===== config.mk =====
export PLATFORM = sky130hd
export DESIGN_NAME = traffic_request_latch_flat
export DESIGN_NICKNAME = d
export VERILOG_FILES = /design/src/rtl/traffic_request_latch_if.sv /design/src/rtl/traffic_request_latch.sv /design/src/flat_wrapper.sv
export SDC_FILE = /design/constraint.sdc
export NUM_CORES = 1
export LEC_CHECK = 0
export ABC_CLOCK_PERIOD_IN_PS = 5600
export BUFFER_PORTS_ARGS = -buffer_cell sky130_fd_sc_hd__clkbuf_2
export CORE_ASPECT_RATIO = 0.6
export CORE_UTILIZATION = 60
export DETAILED_ROUTE_END_ITERATION = 16
export PLACE_DENSITY = 0.79
export SYNTH_ARGS = -nofsm -noshare
export SYNTH_HDL_FRONTEND = slang
export SYNTH_SLANG_ARGS = --single-unit

===== constraint.sdc =====
create_clock -name clk -period 5.6 [get_ports clk]
set_clock_uncertainty 0.1 [all_clocks]
set_input_delay 1.12 -clock clk [delete_from_list [all_inputs] [get_ports clk]]
set_output_delay 1.12 -clock clk [all_outputs]
set_load 0.1 [all_outputs]

===== src/rtl/traffic_request_latch_if.sv =====
// rtl/traffic_request_latch_if.sv - request/serve signal bundle between controller and request latch
interface traffic_request_latch_if;
    logic [3:0] btn_in;
    logic       tick;
    logic       serve_ack;
    logic [1:0] serve_dir;
    logic [3:0] req_out;
    logic       req_any;
    logic [1:0] next_dir;
    logic       next_vld;

    modport master (
        output btn_in, tick, serve_ack, serve_dir,
        input  req_out, req_any, next_dir, next_vld
    );

    modport slave (
        input  btn_in, tick, serve_ack, serve_dir,
        output req_out, req_any, next_dir, next_vld
    );
endinterface


===== src/rtl/traffic_request_latch.sv =====
// rtl/traffic_request_latch.sv - sync, debounce and sticky-latch four direction requests
// Optional round-robin next-direction search enabled by defining REQ_NEXT_DIR_EN.
module traffic_request_latch #(
    parameter int DEB_COUNT = 4,
    parameter int CNT_W     = 8
) (
    input  logic                     clk,
    input  logic                     rst_n,
    traffic_request_latch_if.slave   bus
);
    localparam logic [CNT_W-1:0] CNT_LAST = CNT_W'(DEB_COUNT - 1);
    localparam logic [CNT_W-1:0] CNT_ONE  = CNT_W'(1);

    logic [3:0]       s1_q, s2_q;
    logic [3:0]       deb_q, deb_d, deb_prev_q;
    logic [CNT_W-1:0] cnt_q [4];
    logic [CNT_W-1:0] cnt_d [4];
    logic [3:0]       req_q, req_d;
    logic             req_any_q;
    logic [3:0]       rise, clr;

    always_comb begin
        deb_d = deb_q;
        for (int n = 0; n < 4; n++) begin
            cnt_d[n] = cnt_q[n];
            if (s2_q[n] == deb_q[n]) begin
                cnt_d[n] = '0;
            end else if (bus.tick) begin
                if (cnt_q[n] == CNT_LAST) begin
                    deb_d[n] = s2_q[n];
                    cnt_d[n] = '0;
                end else begin
                    cnt_d[n] = cnt_q[n] + CNT_ONE;
                end
            end
        end
    end

    // Set is applied after clear so a press landing on its own service is kept.
    always_comb begin
        rise  = deb_q & ~deb_prev_q;
        clr   = bus.serve_ack ? (4'b0001 << bus.serve_dir) : 4'b0000;
        req_d = (req_q & ~clr) | rise;
    end

    always_ff @(posedge clk or negedge rst_n) begin
        if (!rst_n) begin
            s1_q       <= '0;
            s2_q       <= '0;
            deb_q      <= '0;
            deb_prev_q <= '0;
            req_q      <= '0;
            req_any_q  <= 1'b0;
            for (int n = 0; n < 4; n++) cnt_q[n] <= '0;
        end else begin
            s1_q       <= bus.btn_in;
            s2_q       <= s1_q;
            deb_q      <= deb_d;
            deb_prev_q <= deb_q;
            req_q      <= req_d;
            req_any_q  <= |req_d;
            for (int n = 0; n < 4; n++) cnt_q[n] <= cnt_d[n];
        end
    end

    assign bus.req_out = req_q;
    assign bus.req_any = req_any_q;

`ifdef REQ_NEXT_DIR_EN
    logic [1:0] last_dir_q, base, idx;
    logic [1:0] next_dir_q, next_dir_d;
    logic       next_vld_q, next_vld_d;

    // Walk from farthest to nearest so the nearest requester after base wins.
    always_comb begin
        base       = bus.serve_ack ? bus.serve_dir : last_dir_q;
        next_dir_d = base;
        next_vld_d = 1'b0;
        idx        = base;
        for (int k = 4; k >= 1; k--) begin
            idx = base + 2'(k);
            if (req_d[idx]) begin
                next_dir_d = idx;
                next_vld_d = 1'b1;
            end
        end
    end

    always_ff @(posedge clk or negedge rst_n) begin
        if (!rst_n) begin
            last_dir_q <= '0;
            next_dir_q <= '0;
            next_vld_q <= 1'b0;
        end else begin
            if (bus.serve_ack) last_dir_q <= bus.serve_dir;
            next_dir_q <= next_dir_d;
            next_vld_q <= next_vld_d;
        end
    end

    assign bus.next_dir = next_dir_q;
    assign bus.next_vld = next_vld_q;
`else
    assign bus.next_dir = 2'b00;
    assign bus.next_vld = 1'b0;
`endif
endmodule


===== src/flat_wrapper.sv =====
// flat-port wrapper written by rule: the top's interface ports become plain ports
module traffic_request_latch_flat 
#(
    parameter int DEB_COUNT = 4,
    parameter int CNT_W     = 8
)
  (clk, rst_n, bus_btn_in, bus_tick, bus_serve_ack, bus_serve_dir, bus_req_out, bus_req_any, bus_next_dir, bus_next_vld);
  traffic_request_latch_if bus_i ();
  input  logic clk;
  input  logic rst_n;
  input wire logic [$bits(bus_i.btn_in)-1:0] bus_btn_in;
  input wire logic [$bits(bus_i.tick)-1:0] bus_tick;
  input wire logic [$bits(bus_i.serve_ack)-1:0] bus_serve_ack;
  input wire logic [$bits(bus_i.serve_dir)-1:0] bus_serve_dir;
  output wire logic [$bits(bus_i.req_out)-1:0] bus_req_out;
  output wire logic [$bits(bus_i.req_any)-1:0] bus_req_any;
  output wire logic [$bits(bus_i.next_dir)-1:0] bus_next_dir;
  output wire logic [$bits(bus_i.next_vld)-1:0] bus_next_vld;
  assign bus_i.btn_in = bus_btn_in;
  assign bus_i.tick = bus_tick;
  assign bus_i.serve_ack = bus_serve_ack;
  assign bus_i.serve_dir = bus_serve_dir;
  assign bus_req_out = bus_i.req_out;
  assign bus_req_any = bus_i.req_any;
  assign bus_next_dir = bus_i.next_dir;
  assign bus_next_vld = bus_i.next_vld;
  traffic_request_latch #(.DEB_COUNT(DEB_COUNT), .CNT_W(CNT_W)) u_core (.clk(clk), .rst_n(rst_n), .bus(bus_i));
endmodule

# ---- After elaboration in Yosys (flattened, before gate mapping)
# Cells that the tools add are included.
dict set report word_totals {
  register_bits 53
  inputBits 10
  out_inout_bits 8
}
dict set report op_classes {
  addsub 4
  n_eq_ne 8
  shift 1
  mux 13
  bitwise 9
  reduce_logical 9
}
# cell n
set op_table {}
lappend op_table {{$mux 8} 12}
lappend op_table {{$add 8x1->8 const B} 4}
lappend op_table {{$eq 8x2->1 const B} 4}
lappend op_table {{$reduce_and 3->1} 4}
lappend op_table {{$and 4x4->4} 2}
lappend op_table {{$not 4->4} 2}
lappend op_table {{$reduce_bool 2->1} 4}
lappend op_table {{$eq 1x1->1} 4}
lappend op_table {{$mux 4} 1}
lappend op_table {{$not 1->1} 4}
lappend op_table {{$or 4x4->4} 1}
lappend op_table {{$reduce_or 4->1} 1}
lappend op_table {{$shl 1x2->4 const A} 1}

# ---- Depth between registers and ports, before layout
dict set report depth {
  depth_word 6
  ltp_mapped 6
  ltp_nobuf 5
}

# ---- Worst setup path after synthesis
# OpenSTA, ideal clock, no wires.
dict set report synth_path {
  path_kind {input -> register}
  startpoint {input bus_tick}
  endpoint {register u_core.cnt_q[23] (netlist bit)}
  t_arrival_ns 2.094
  setup_slack_ns 3.337
  path_stages 4
  path_buffers 0
  cell_sequence {clkinv_1 a211o_1 or4_1 nand3_1}
}
dict set report synth_between {
  elab_chain_len 1
}
# item line
set synth_lines {}
lappend synth_lines {{start: declaration} flat_wrapper.sv:12} ;# input wire logic [$bits(bus_i.tick)-1:0] bus_tick;
lappend synth_lines {{$reduce_bool 2->1 (no line)} -}
lappend synth_lines {{end: declaration} traffic_request_latch.sv:16} ;# logic [CNT_W-1:0] cnt_q [4];
# No other way between the ends.
# A chain may end at the register's enable or synchronous reset.

# ---- Final worst setup path
dict set report layout_path {
  startpoint {input bus_tick}
  endpoint {register u_core.cnt_q[12] (netlist bit)}
}
# The elaborated chain is that of the path after synthesis.

==> impl_metrics.yaml <==
synth:
  yosysUniqueCellTypes: 39
  synth_seq_area_share_pct: 52.6
  synth-seq-cells: 53
  ys_top_cells_by_area: "dfrtp_1 53%, a31oi_1 4.7%, ha_1 4.0%"
  yosys_warnings: 0
  syn_area_um2: 2520
  synth_top_area_cell: "dfrtp_1"
  yosysTopAreaCellShare_pct: 52.6
  syn_inst: 238
  syn_area_per_cell_um2: 10.6
floorplanning:
  die_h_um: 52.2
  io_pins: 18
  num_rows: 17
  die_area_um2: 4470
  dieWidth_um: 85.7
  start_util_pct: 65.5
  coreArea_um2: 3850
cts:
  clk_pin_slew_ps: 100
  post_cts_buffers: 0
  cts_buffer_depth: 2
  cts_buffers: 5
  holdBufCountCts: 0
  clk_root_buffer_cell: "clkbuf_8"
  ctsResizeCount: 0
  h-tree-depth: 2
  clk_latency_ps: 310
  cts_tree: "done"
  clock_sinks: 53
detailed_routing:
  routed_via_density: 6.18
  wirelength_um: 4900
  dr.pass1.iters: 5
  routedWlPerCell_um: 15.7
  met1_length_um: 2530
  vias: 1928
  met3WireLength_um: 213
  first_iter_violations: 119
  highest_layer: "met4"
  drcViolationCount: 0
  dr_wl_met2_um: 2120
  ant_nets: 0
global_route:
  grt_usage_pct: 25.5
  antenna_found_initial: 0
  first_global_vias: 1760
  grt_start_max_net_pins: 54
  grt_first_pass_wirelength_um: 8560
  grt-ovfl-total: 0
sta:
  rsz0062_at_grt: "false"
  worst_pin_slew_ps: 1130
  min_period_ps: 2860
  final.period_utilization_pct: 51.1
  setup_viol: 0
  slew_headroom_pct: 23.9
  hold_viol_final: 0
  fmax_ghz: 0.350
  drv_slew: 0
  setup_tns_ps: 0
setup_path:
  rrSetupSlack_ps: 3160
  endpoint_kind: "flop"
  cp_max_fo: 12
  critPathLaunchType: "input pin"
  cp.arrival_ps: 2990
  crit_required_ps: 5730
  worstSetupPathType: "input pin to flop"
final_layout:
  antenna_cells: 0
  final_core_util_pct: 71.5
  syn_to_final_growth_pct: 9.18
  fillers: 287
  drive_gt1_share_pct: 13.7
  final_common_cell: "dfrtp_1"
  mostFrequentLayoutCells: "53 x dfrtp_1, 23 x nand2_1, 20 x nand3_1"
  final_nets: 272
min_path:
  hold_path.class: "flop to flop"
power_and_ir_drop:
  p_leak_uw: 0.00126
  peakVddDrop_v: 0.000244
  powerDensity_nw_per_um2: 424
  power_uw: 1170
run_status:
  run_status: "complete, no violations"
placed_design:
  dp_hpwl_um: 3450
  numPortBuffers: 14
  globalplace.congestion: 0.822
job:
  drv_cap: 0
==> cell families (layout without fill, tap and decap cells) <==
logic type	count (synthesis)	count (layout)	synth area share [%]
AOI/OAI and AO/OA	62	62	17.6
xor gates and xnor gates	4	4	1.39
adders and majority gates	8	8	3.97
buffers and inverters	16	31	2.98
DFF	53	53	52.6
muxes	6	6	2.63
other	1	3	0.149
and+or+nand+nor	88	88	18.7
==> cell type report <==
type / instances / area, um^2 / area share [%]
sequential: 53 / 1330 / 48.2
multi-input combinational: 171 / 1130 / 41.0
clock buffer: 6 / 82.6 / 3.00
timing repair buffer: 15 / 77.6 / 2.82
tap: 57 / 71.3 / 2.59
clock inverter: 2 / 37.5 / 1.36
inverter: 8 / 30.0 / 1.09
==> cell usage after synthesis <==
master	number
buf_4	3
nor3_1	4
buf_2	3
inv_1	7
nor4b_2	2
a22o_1	7
and2_1	3
nor4b_1	1
nand3b_1	5
xor2_1	1
or4_1	3
conb_1	1
and3_1	7
and4_1	1
clkinv_1	1
a31oi_1	19
nor2_1	10
mux2i_1	1
ha_1	8
mux2_2	5
dfrtp_1	53
xnor2_1	3
nand4_1	2
o22ai_1	2
nand2_1	23
a211o_1	2
a211oi_1	1
a32o_1	1
nor2b_1	2
nand3_1	20
o211ai_1	2
clkbuf_1	2
a221o_1	1
a21o_1	3
nand2b_1	2
or2_2	3
o21ai_0	13
a211oi_2	2
a41oi_1	9
==> registers in the layout, indices dropped and copies added (netlist names) <==
signal,count
u_core.bus.req_any,1
u_core.bus.req_out,4
u_core.cnt_q,32
u_core.deb_prev_q,4
u_core.deb_q,4
u_core.s1_q,4
u_core.s2_q,4
==> through the flow <==
stage	cells	instance area (um^2)	hold WS (ps)	setup WS [ps]
6_report	312	2750	256	2740
5_1_grt	312	2750	261	2420
4_1_cts	312	2750	257	2720
3_5_place_dp	304	2630	236	2400
3_3_place_gp	304	2630	234	2440
2_1_floorplan	240	2530	231	3340
==> layer usage <==
layer / global-route usage [%] / up-vias
met5: 0 / -
met4: 5.56 / 0
met3: 6.14 / 5
met2: 36.4 / 59
met1: 39.5 / 941
li1: - / 923
==> where the power goes <==
part           internal, uW  switching [uW]  total (uW)
registers               450            71.7         522
clock network           145             127         272
logic                   102             272         374
==> worst max-delay path, stage by stage <==
cell and delay, ps:
clkbuf_2 220, clkinv_1 270, a211oi_1 950, a41oi_1 240, a31oi_1 190
==> worst paths after layout <==
check | endpoint | cells after the start | start
setup / recovery | u_core.cnt_q[12]$_DFFE_PN0P_ | 5 | bus_tick
hold / removal | u_core.s2_q[0]$_DFF_PN0_ | 0 | u_core.s1_q[0]$_DFF_PN0_
setup reg to reg | u_core.cnt_q[12]$_DFFE_PN0P_ | 5 | u_core.cnt_q[8]$_DFFE_PN0P_
hold reg to reg | u_core.s2_q[0]$_DFF_PN0_ | 0 | u_core.s1_q[0]$_DFF_PN0_
max in group asynchronous | u_core.cnt_q[0]$_DFFE_PN0P_ | 2 | rst_n
min in group asynchronous | u_core.cnt_q[14]$_DFFE_PN0P_ | 2 | rst_n
Note: power is estimated with default switching activity, not from simulation.
